[config.mk]
export PLATFORM = sky130hd
export DESIGN_NAME = board_render
export DESIGN_NICKNAME = d
export VERILOG_FILES = /design/src/rtl/board_render.sv
export SDC_FILE = /design/constraint.sdc
export NUM_CORES = 1
export LEC_CHECK = 0
export ABC_AREA = 1
export CAP_MARGIN = 20
export CORE_UTILIZATION = 50
export DETAILED_ROUTE_END_ITERATION = 8
export PLACE_DENSITY = 0.77
export SLEW_MARGIN = 20
export SYNTH_ARGS = -nofsm -noshare
export SYNTH_HDL_FRONTEND = slang
export SYNTH_SLANG_ARGS = --single-unit
[constraint.sdc]
create_clock -name i_clk -period 3.85 [get_ports i_clk]
set_clock_uncertainty 0.2 [all_clocks]
set_input_delay 0.5775 -clock i_clk [delete_from_list [all_inputs] [get_ports i_clk]]
set_output_delay 0.5775 -clock i_clk [all_outputs]
set_load 0.01 [all_outputs]
[src/rtl/board_render.sv]
// board_render: streams an ASCII picture of a tic-tac-toe board plus a
// status message to a UART transmitter, one byte per handshake.
// Optional feature macro: BOARD_RENDER_GRID_EN adds '|' between cells and
// "-+-+-" separator lines between rows; without it each row is 3 glyphs + CR LF.
//
// Handshake: o_valid/o_data describe the current byte and hold steady until
// a transfer (o_valid & i_ready on a rising edge); the next byte is presented
// in the following cycle.
module board_render (
  input  logic        i_clk,
  input  logic        i_reset,
  input  logic        i_start,
  input  logic [17:0] i_board,
  input  logic [1:0]  i_result,
  input  logic        i_isdraw,
  input  logic        i_ready,
  output logic [7:0]  o_data,
  output logic        o_valid,
  output logic        o_busy,
  output logic [1:0]  o_dbg_state
);

  typedef enum logic [1:0] {
    IDLE     = 2'd0,
    EMIT_ROW = 2'd1,
    EMIT_SEP = 2'd2,
    EMIT_MSG = 2'd3
  } state_t;

`ifdef BOARD_RENDER_GRID_EN
  localparam logic [2:0] ROW_LAST = 3'd6;
`else
  localparam logic [2:0] ROW_LAST = 3'd4;
`endif

  state_t      state_q, state_d;
  logic [1:0]  row_q, row_d;
  logic [2:0]  col_q, col_d;
  logic [2:0]  msg_q, msg_d;
  logic [17:0] board_q;
  logic [1:0]  result_q;
  logic        isdraw_q;
  logic        latch;
  logic        xfer;

  logic [1:0]  msg_kind;
  logic [2:0]  msg_last;
  logic [1:0]  cell_sel;
  logic [3:0]  cell_idx;
  logic [1:0]  cell_code;
  logic [7:0]  glyph;
  logic [7:0]  row_byte;
  logic [7:0]  sep_byte;
  logic [7:0]  msg_byte;

  assign xfer        = o_valid & i_ready;
  assign o_valid     = (state_q != IDLE);
  assign o_busy      = (state_q != IDLE);
  assign o_dbg_state = state_q;

  // Pick the message: X win, then O win, then draw, otherwise the move prompt.
  always_comb begin
    msg_kind = 2'd0;
    msg_last = 3'd5;
    if (result_q == 2'd1) begin
      msg_kind = 2'd1;
      msg_last = 3'd7;
    end else if (result_q == 2'd2) begin
      msg_kind = 2'd2;
      msg_last = 3'd7;
    end else if (isdraw_q) begin
      msg_kind = 2'd3;
      msg_last = 3'd5;
    end
  end

  // Map the column position onto a cell and build its glyph.
  always_comb begin
    cell_sel = 2'd0;
`ifdef BOARD_RENDER_GRID_EN
    case (col_q)
      3'd2:    cell_sel = 2'd1;
      3'd4:    cell_sel = 2'd2;
      default: cell_sel = 2'd0;
    endcase
`else
    cell_sel = (col_q <= 3'd2) ? col_q[1:0] : 2'd0;
`endif
    cell_idx  = ({2'b00, row_q} * 4'd3) + {2'b00, cell_sel};
    cell_code = board_q[{cell_idx, 1'b0} +: 2];
    case (cell_code)
      2'b00:   glyph = 8'h31 + {4'b0000, cell_idx};
      2'b01:   glyph = 8'h4F;
      2'b11:   glyph = 8'h58;
      default: glyph = 8'h3F;
    endcase
  end

  // Byte of the current row line.
  always_comb begin
    row_byte = 8'h00;
`ifdef BOARD_RENDER_GRID_EN
    case (col_q)
      3'd0, 3'd2, 3'd4: row_byte = glyph;
      3'd1, 3'd3:       row_byte = 8'h7C;
      3'd5:             row_byte = 8'h0D;
      3'd6:             row_byte = 8'h0A;
      default:          row_byte = 8'h00;
    endcase
`else
    case (col_q)
      3'd0, 3'd1, 3'd2: row_byte = glyph;
      3'd3:             row_byte = 8'h0D;
      3'd4:             row_byte = 8'h0A;
      default:          row_byte = 8'h00;
    endcase
`endif
  end

  // Byte of the separator line "-+-+-" CR LF.
  always_comb begin
    case (col_q)
      3'd0, 3'd2, 3'd4: sep_byte = 8'h2D;
      3'd1, 3'd3:       sep_byte = 8'h2B;
      3'd5:             sep_byte = 8'h0D;
      3'd6:             sep_byte = 8'h0A;
      default:          sep_byte = 8'h00;
    endcase
  end

  // Message text lookup; idx 0..7 covers the longest message.
  always_comb begin
    msg_byte = 8'h00;
    case (msg_kind)
      2'd1, 2'd2: begin
        case (msg_q)
          3'd0:    msg_byte = (msg_kind == 2'd1) ? 8'h58 : 8'h4F;
          3'd1:    msg_byte = 8'h20;
          3'd2:    msg_byte = 8'h77;
          3'd3:    msg_byte = 8'h69;
          3'd4:    msg_byte = 8'h6E;
          3'd5:    msg_byte = 8'h73;
          3'd6:    msg_byte = 8'h0D;
          default: msg_byte = 8'h0A;
        endcase
      end
      2'd3: begin
        case (msg_q)
          3'd0:    msg_byte = 8'h44;
          3'd1:    msg_byte = 8'h72;
          3'd2:    msg_byte = 8'h61;
          3'd3:    msg_byte = 8'h77;
          3'd4:    msg_byte = 8'h0D;
          default: msg_byte = 8'h0A;
        endcase
      end
      default: begin
        case (msg_q)
          3'd0:    msg_byte = 8'h4D;
          3'd1:    msg_byte = 8'h6F;
          3'd2:    msg_byte = 8'h76;
          3'd3:    msg_byte = 8'h65;
          3'd4:    msg_byte = 8'h3F;
          default: msg_byte = 8'h20;
        endcase
      end
    endcase
  end

  // Output byte multiplexer; idle drives zero.
  always_comb begin
    case (state_q)
      EMIT_ROW: o_data = row_byte;
      EMIT_SEP: o_data = sep_byte;
      EMIT_MSG: o_data = msg_byte;
      default:  o_data = 8'h00;
    endcase
  end

  // Next-state and position counters; positions only move on a transfer.
  always_comb begin
    state_d = state_q;
    row_d   = row_q;
    col_d   = col_q;
    msg_d   = msg_q;
    latch   = 1'b0;
    case (state_q)
      IDLE: begin
        if (i_start) begin
          latch   = 1'b1;
          state_d = EMIT_ROW;
          row_d   = 2'd0;
          col_d   = 3'd0;
          msg_d   = 3'd0;
        end
      end
      EMIT_ROW: begin
        if (xfer) begin
          if (col_q == ROW_LAST) begin
            col_d = 3'd0;
            if (row_q == 2'd2) begin
              state_d = EMIT_MSG;
              msg_d   = 3'd0;
            end else begin
`ifdef BOARD_RENDER_GRID_EN
              state_d = EMIT_SEP;
`else
              row_d   = row_q + 2'd1;
`endif
            end
          end else begin
            col_d = col_q + 3'd1;
          end
        end
      end
      EMIT_SEP: begin
        if (xfer) begin
          if (col_q == 3'd6) begin
            col_d   = 3'd0;
            row_d   = row_q + 2'd1;
            state_d = EMIT_ROW;
          end else begin
            col_d = col_q + 3'd1;
          end
        end
      end
      EMIT_MSG: begin
        if (xfer) begin
          if (msg_q == msg_last) begin
            state_d = IDLE;
            msg_d   = 3'd0;
            row_d   = 2'd0;
          end else begin
            msg_d = msg_q + 3'd1;
          end
        end
      end
      default: begin
        state_d = IDLE;
        row_d   = 2'd0;
        col_d   = 3'd0;
        msg_d   = 3'd0;
      end
    endcase
  end

  // State and counter registers.
  always_ff @(posedge i_clk or posedge i_reset) begin
    if (i_reset) begin
      state_q <= IDLE;
      row_q   <= 2'd0;
      col_q   <= 3'd0;
      msg_q   <= 3'd0;
    end else begin
      state_q <= state_d;
      row_q   <= row_d;
      col_q   <= col_d;
      msg_q   <= msg_d;
    end
  end

  // Snapshot of the game inputs, taken only when a render is accepted.
  always_ff @(posedge i_clk or posedge i_reset) begin
    if (i_reset) begin
      board_q  <= 18'd0;
      result_q <= 2'd0;
      isdraw_q <= 1'b0;
    end else if (latch) begin
      board_q  <= i_board;
      result_q <= i_result;
      isdraw_q <= i_isdraw;
    end
  end

endmodule
==> summary.txt <==
Run status
  • Status: finished, violations left
  • Failing checks: negative setup slack

Placed design
  • Cells after DPL: 470
  • Port Buf Inserts: 35
  • Placer Congestion: 0.966
  • DP Area: 3020 um^2
  • Detailed placement HPWL: 4850 um

STA
  • Hold Vio Cnt, Final: 0
  • Min Tclk post-route: 4.01 ns
  • Final Cycle Share: 1.04
  • Worst setup margin: -0.162 ns
  • Unrepaired setup endpoints after global routing: true
  • Setup violators final: 7
  • Slew Viols, Final: 0
  • Fmax: 249 MHz

Detailed routing
  • Drt pass-1 iters: 5
  • Post-route ant nets: 0
  • Vias: 2564
  • DR vias/cell: 5.31
  • Detailed router's first-iteration violation count: 155
  • Post-route DRC: 0
  • WL/cell: 13.7 um
  • WL final: 6600 um

Pwr
  • LEAKAGE: 1.62 nW
  • Internal Power: 1.49 mW
  • Seq pwr share: 0.179
  • Switching power total: 1.65 mW
  • Sw Ratio: 0.525
  • Final Power: 3.14 mW
  • Combinational share of power: 0.734
  • Clock Power Share: 0.086
  • Power Dens Cells: 975 nW/um^2
  • VDD IR max: 0.000449 V

Layout
  • Final cell count without fillers: 483
  • Area of the multi-input gates: 1570 um^2
  • Fill cell count: 437
  • FF/Latch Area: 776 um^2
  • Fin area: 3220 um^2
  • Share of cells above drive strength 1: 0.161
  • Ant diodes: 0
  • Layout net count: 464
  • Layout area overhead: 27.7%

Global routing
  • Largest net degree at the start of global routing: 34
  • First-pass GRT wire length: 10800 um
  • GRT Util Overall: 0.266
  • Overflow after GRT: 0
  • Vias in the first global route: 2370
  • Initial antenna violation count: 0

Yosys
  • Post-synthesis adder-cell area fraction: 0.125
  • Post-Syn Area: 2520 um^2
  • Post-synth top area cell: dfrtp_1
  • Largest cells by area after synthesis: dfrtp_1, nand2_1, ha_1, nand3_1, inv_1
  • Main synth FF type: dfrtp_1
  • Async SR Flop Fraction: 1.00
  • YS warnings: 0
  • Largest family of logic cells by synthesized area: simple AND/OR/NAND/NOR gates
  • Mux contribution to synthesized area: 0
  • Syn_area_per_cell: 6.97 um^2
  • XOR/XNOR Fraction of Synth Area: 0.00694
  • Synth top area share: 0.308
  • Synth Area in Compound Gates: 0.153
  • Syn nets: 411
  • Count leader, synth: nand2_1
  • Top cells by count, synth: nand2_1, inv_1, nand3_1
  • Synth Area in Simple Gates: 0.300
  • Cell variety after synth: 34
  • Gate Count Post-Synth: 362
  • Sequential area share after synthesis: 0.308
  • EDFF count, synth: 0
  • Synthesized flop and latch total: 31

Clocking
  • Root Buffer: clkbuf_8
  • CTS buffer count: 5
  • CTS tree: done
  • Clk sinks: 31
  • Clock buffer depth: 2
  • Worst-path clk slew: 0.08 ns
  • Clock latency on the worst-skew pair: 0.29 ns
  • H-tree levels: 2

Setup path
  • CP max-delay cell: fa_1
  • Crit path cell chain: inv_2, ha_4, inv_4, nor3_4, fa_1, ha_2, fa_1, inv_2, nand3_4, o21ai_2, nand2_4, nand3_1, nand3_1, nand2_1, nand2_1, a21oi_1, buf_2
  • Critical path buffer and inverter count: 4
  • Req. time, crit path: 3.07 ns
  • Critical path endpoint category: output pin
  • CP delay by family, top: adder cells
  • Reg2Reg Setup Slack: 1.55 ns
  • WS Path Type: reg2out
  • Worst Path Arrival: 3.23 ns
  • Critical path fanouts, max: 5
  • Crit-path max cell delay: 0.48 ns
  • Startpoint types: flip-flop

Floorplanning
  • Initial Utilization: 0.527
  • Core box area: 4790 um^2
  • Die W: 73.0 um
  • Cell Rows: 25
  • Ports: 37
  • DIE AREA: 5330 um^2
  • Die height: 73.0 um

Worst hold path
  • Hold Path Class: reg2reg

Flow run
  • Max Cap Viol: 0
metal layers:
layer  routed length [um]  track usage
met5                    0            0
met4                   85       0.0719
met3                  348       0.0414
met2                 3210        0.445
met1                 2960        0.356
state kept, by name (all words and copies together) (netlist names):
name,flops
board_q,18
row_q,2
isdraw_q,1
o_dbg_state,2
msg_q,3
result_q,2
col_q,3
stage by stage:
stage / TNS (ns) / setup WS [ns] / util / hold slack (ns)
after floorplan: 0 / 0.0542 / - / 0.249
after global placement: -1.70 / -0.289 / 0.631 / 0.266
after detailed placement: -2.77 / -0.467 / 0.631 / 0.269
after CTS: -0.909 / -0.205 / 0.660 / 0.289
after global routing: -1.96 / -0.339 / 0.673 / 0.317
final: -0.888 / -0.162 / 0.673 / 0.287
cells in the final DEF, fill, tap and decap left out, types with 2 or more instances in the layout:
cell and count:
a21oi_1 21, a31oi_1 2, a32oi_1 2, buf_2 7, buf_4 18, buf_6 2
clkbuf_8 5, clkdlybuf4s50_1 28, clkinvlp_4 2, dfrtp_1 31, fa_1 2, ha_1 20
inv_1 50, inv_2 6, inv_6 2, nand2_1 95, nand2_2 5, nand2_4 3
nand3_1 38, nand3_2 7, nand4_1 2, nor2_1 9, nor3_4 2, o211ai_1 4
o21ai_0 29, o21ai_1 4, o22ai_1 3, o31ai_1 2
worst min-delay path, delay by kind of cell, from the launching register on:
family	cells	cell delay (ns)
and+or+nand+nor	2	0.10
DFF	1	0.35
power by group through the flow:
| stage | registers, mW | logic, mW | clock network [mW] |
|---|---|---|---|
| detailed placement | 0.565 | 2.09 | 0 |
| global placement | 0.558 | 2.07 | 0 |
| floorplan | 0.549 | 1.46 | 0 |
| global route | 0.579 | 2.57 | 0.294 |
| CTS | 0.562 | 2.13 | 0.276 |
| finish | 0.563 | 2.30 | 0.271 |
area by class of cell:
cell class,count,area share
clock inverters,3,0.00738
well taps,67,0.0260
flip-flops and latches,31,0.241
clock buffers,5,0.0214
repair buffers,55,0.147
multi-input cells,264,0.488
inverters,58,0.0699
logic make-up after synthesis:
| kind of cell | count (synthesis) |
|---|---|
| buffers and inverters | 67 |
| flip-flops | 31 |
| other | 1 |
| AO/OA/AOI/OAI | 70 |
| adder cells (fa/ha/maj) | 24 |
| XOR/XNOR | 2 |
| AND/OR/NAND/NOR | 167 |
worst paths after layout:
kind                       startpoint        endpoint  cells past startpoint
setup / recovery             col_q[0]       o_data[2]                     17
hold / removal             board_q[1]      board_q[1]                      2
setup reg to reg             col_q[1]        row_q[1]                     14
hold reg to reg            board_q[1]      board_q[1]                      2
max in group asynchronous     i_reset        row_q[1]                      3
min in group asynchronous     i_reset  o_dbg_state[1]                      3
timing repair:
action                     CTS  global route
setup endpoints to repair    7             7
hold endpoints to repair     0             0
setup buffers                2             3
hold buffers                 0             0
resized for setup           46             8
gates cloned                 0             0
pin swaps                   12             5
(Power assumes the default switching activity.)
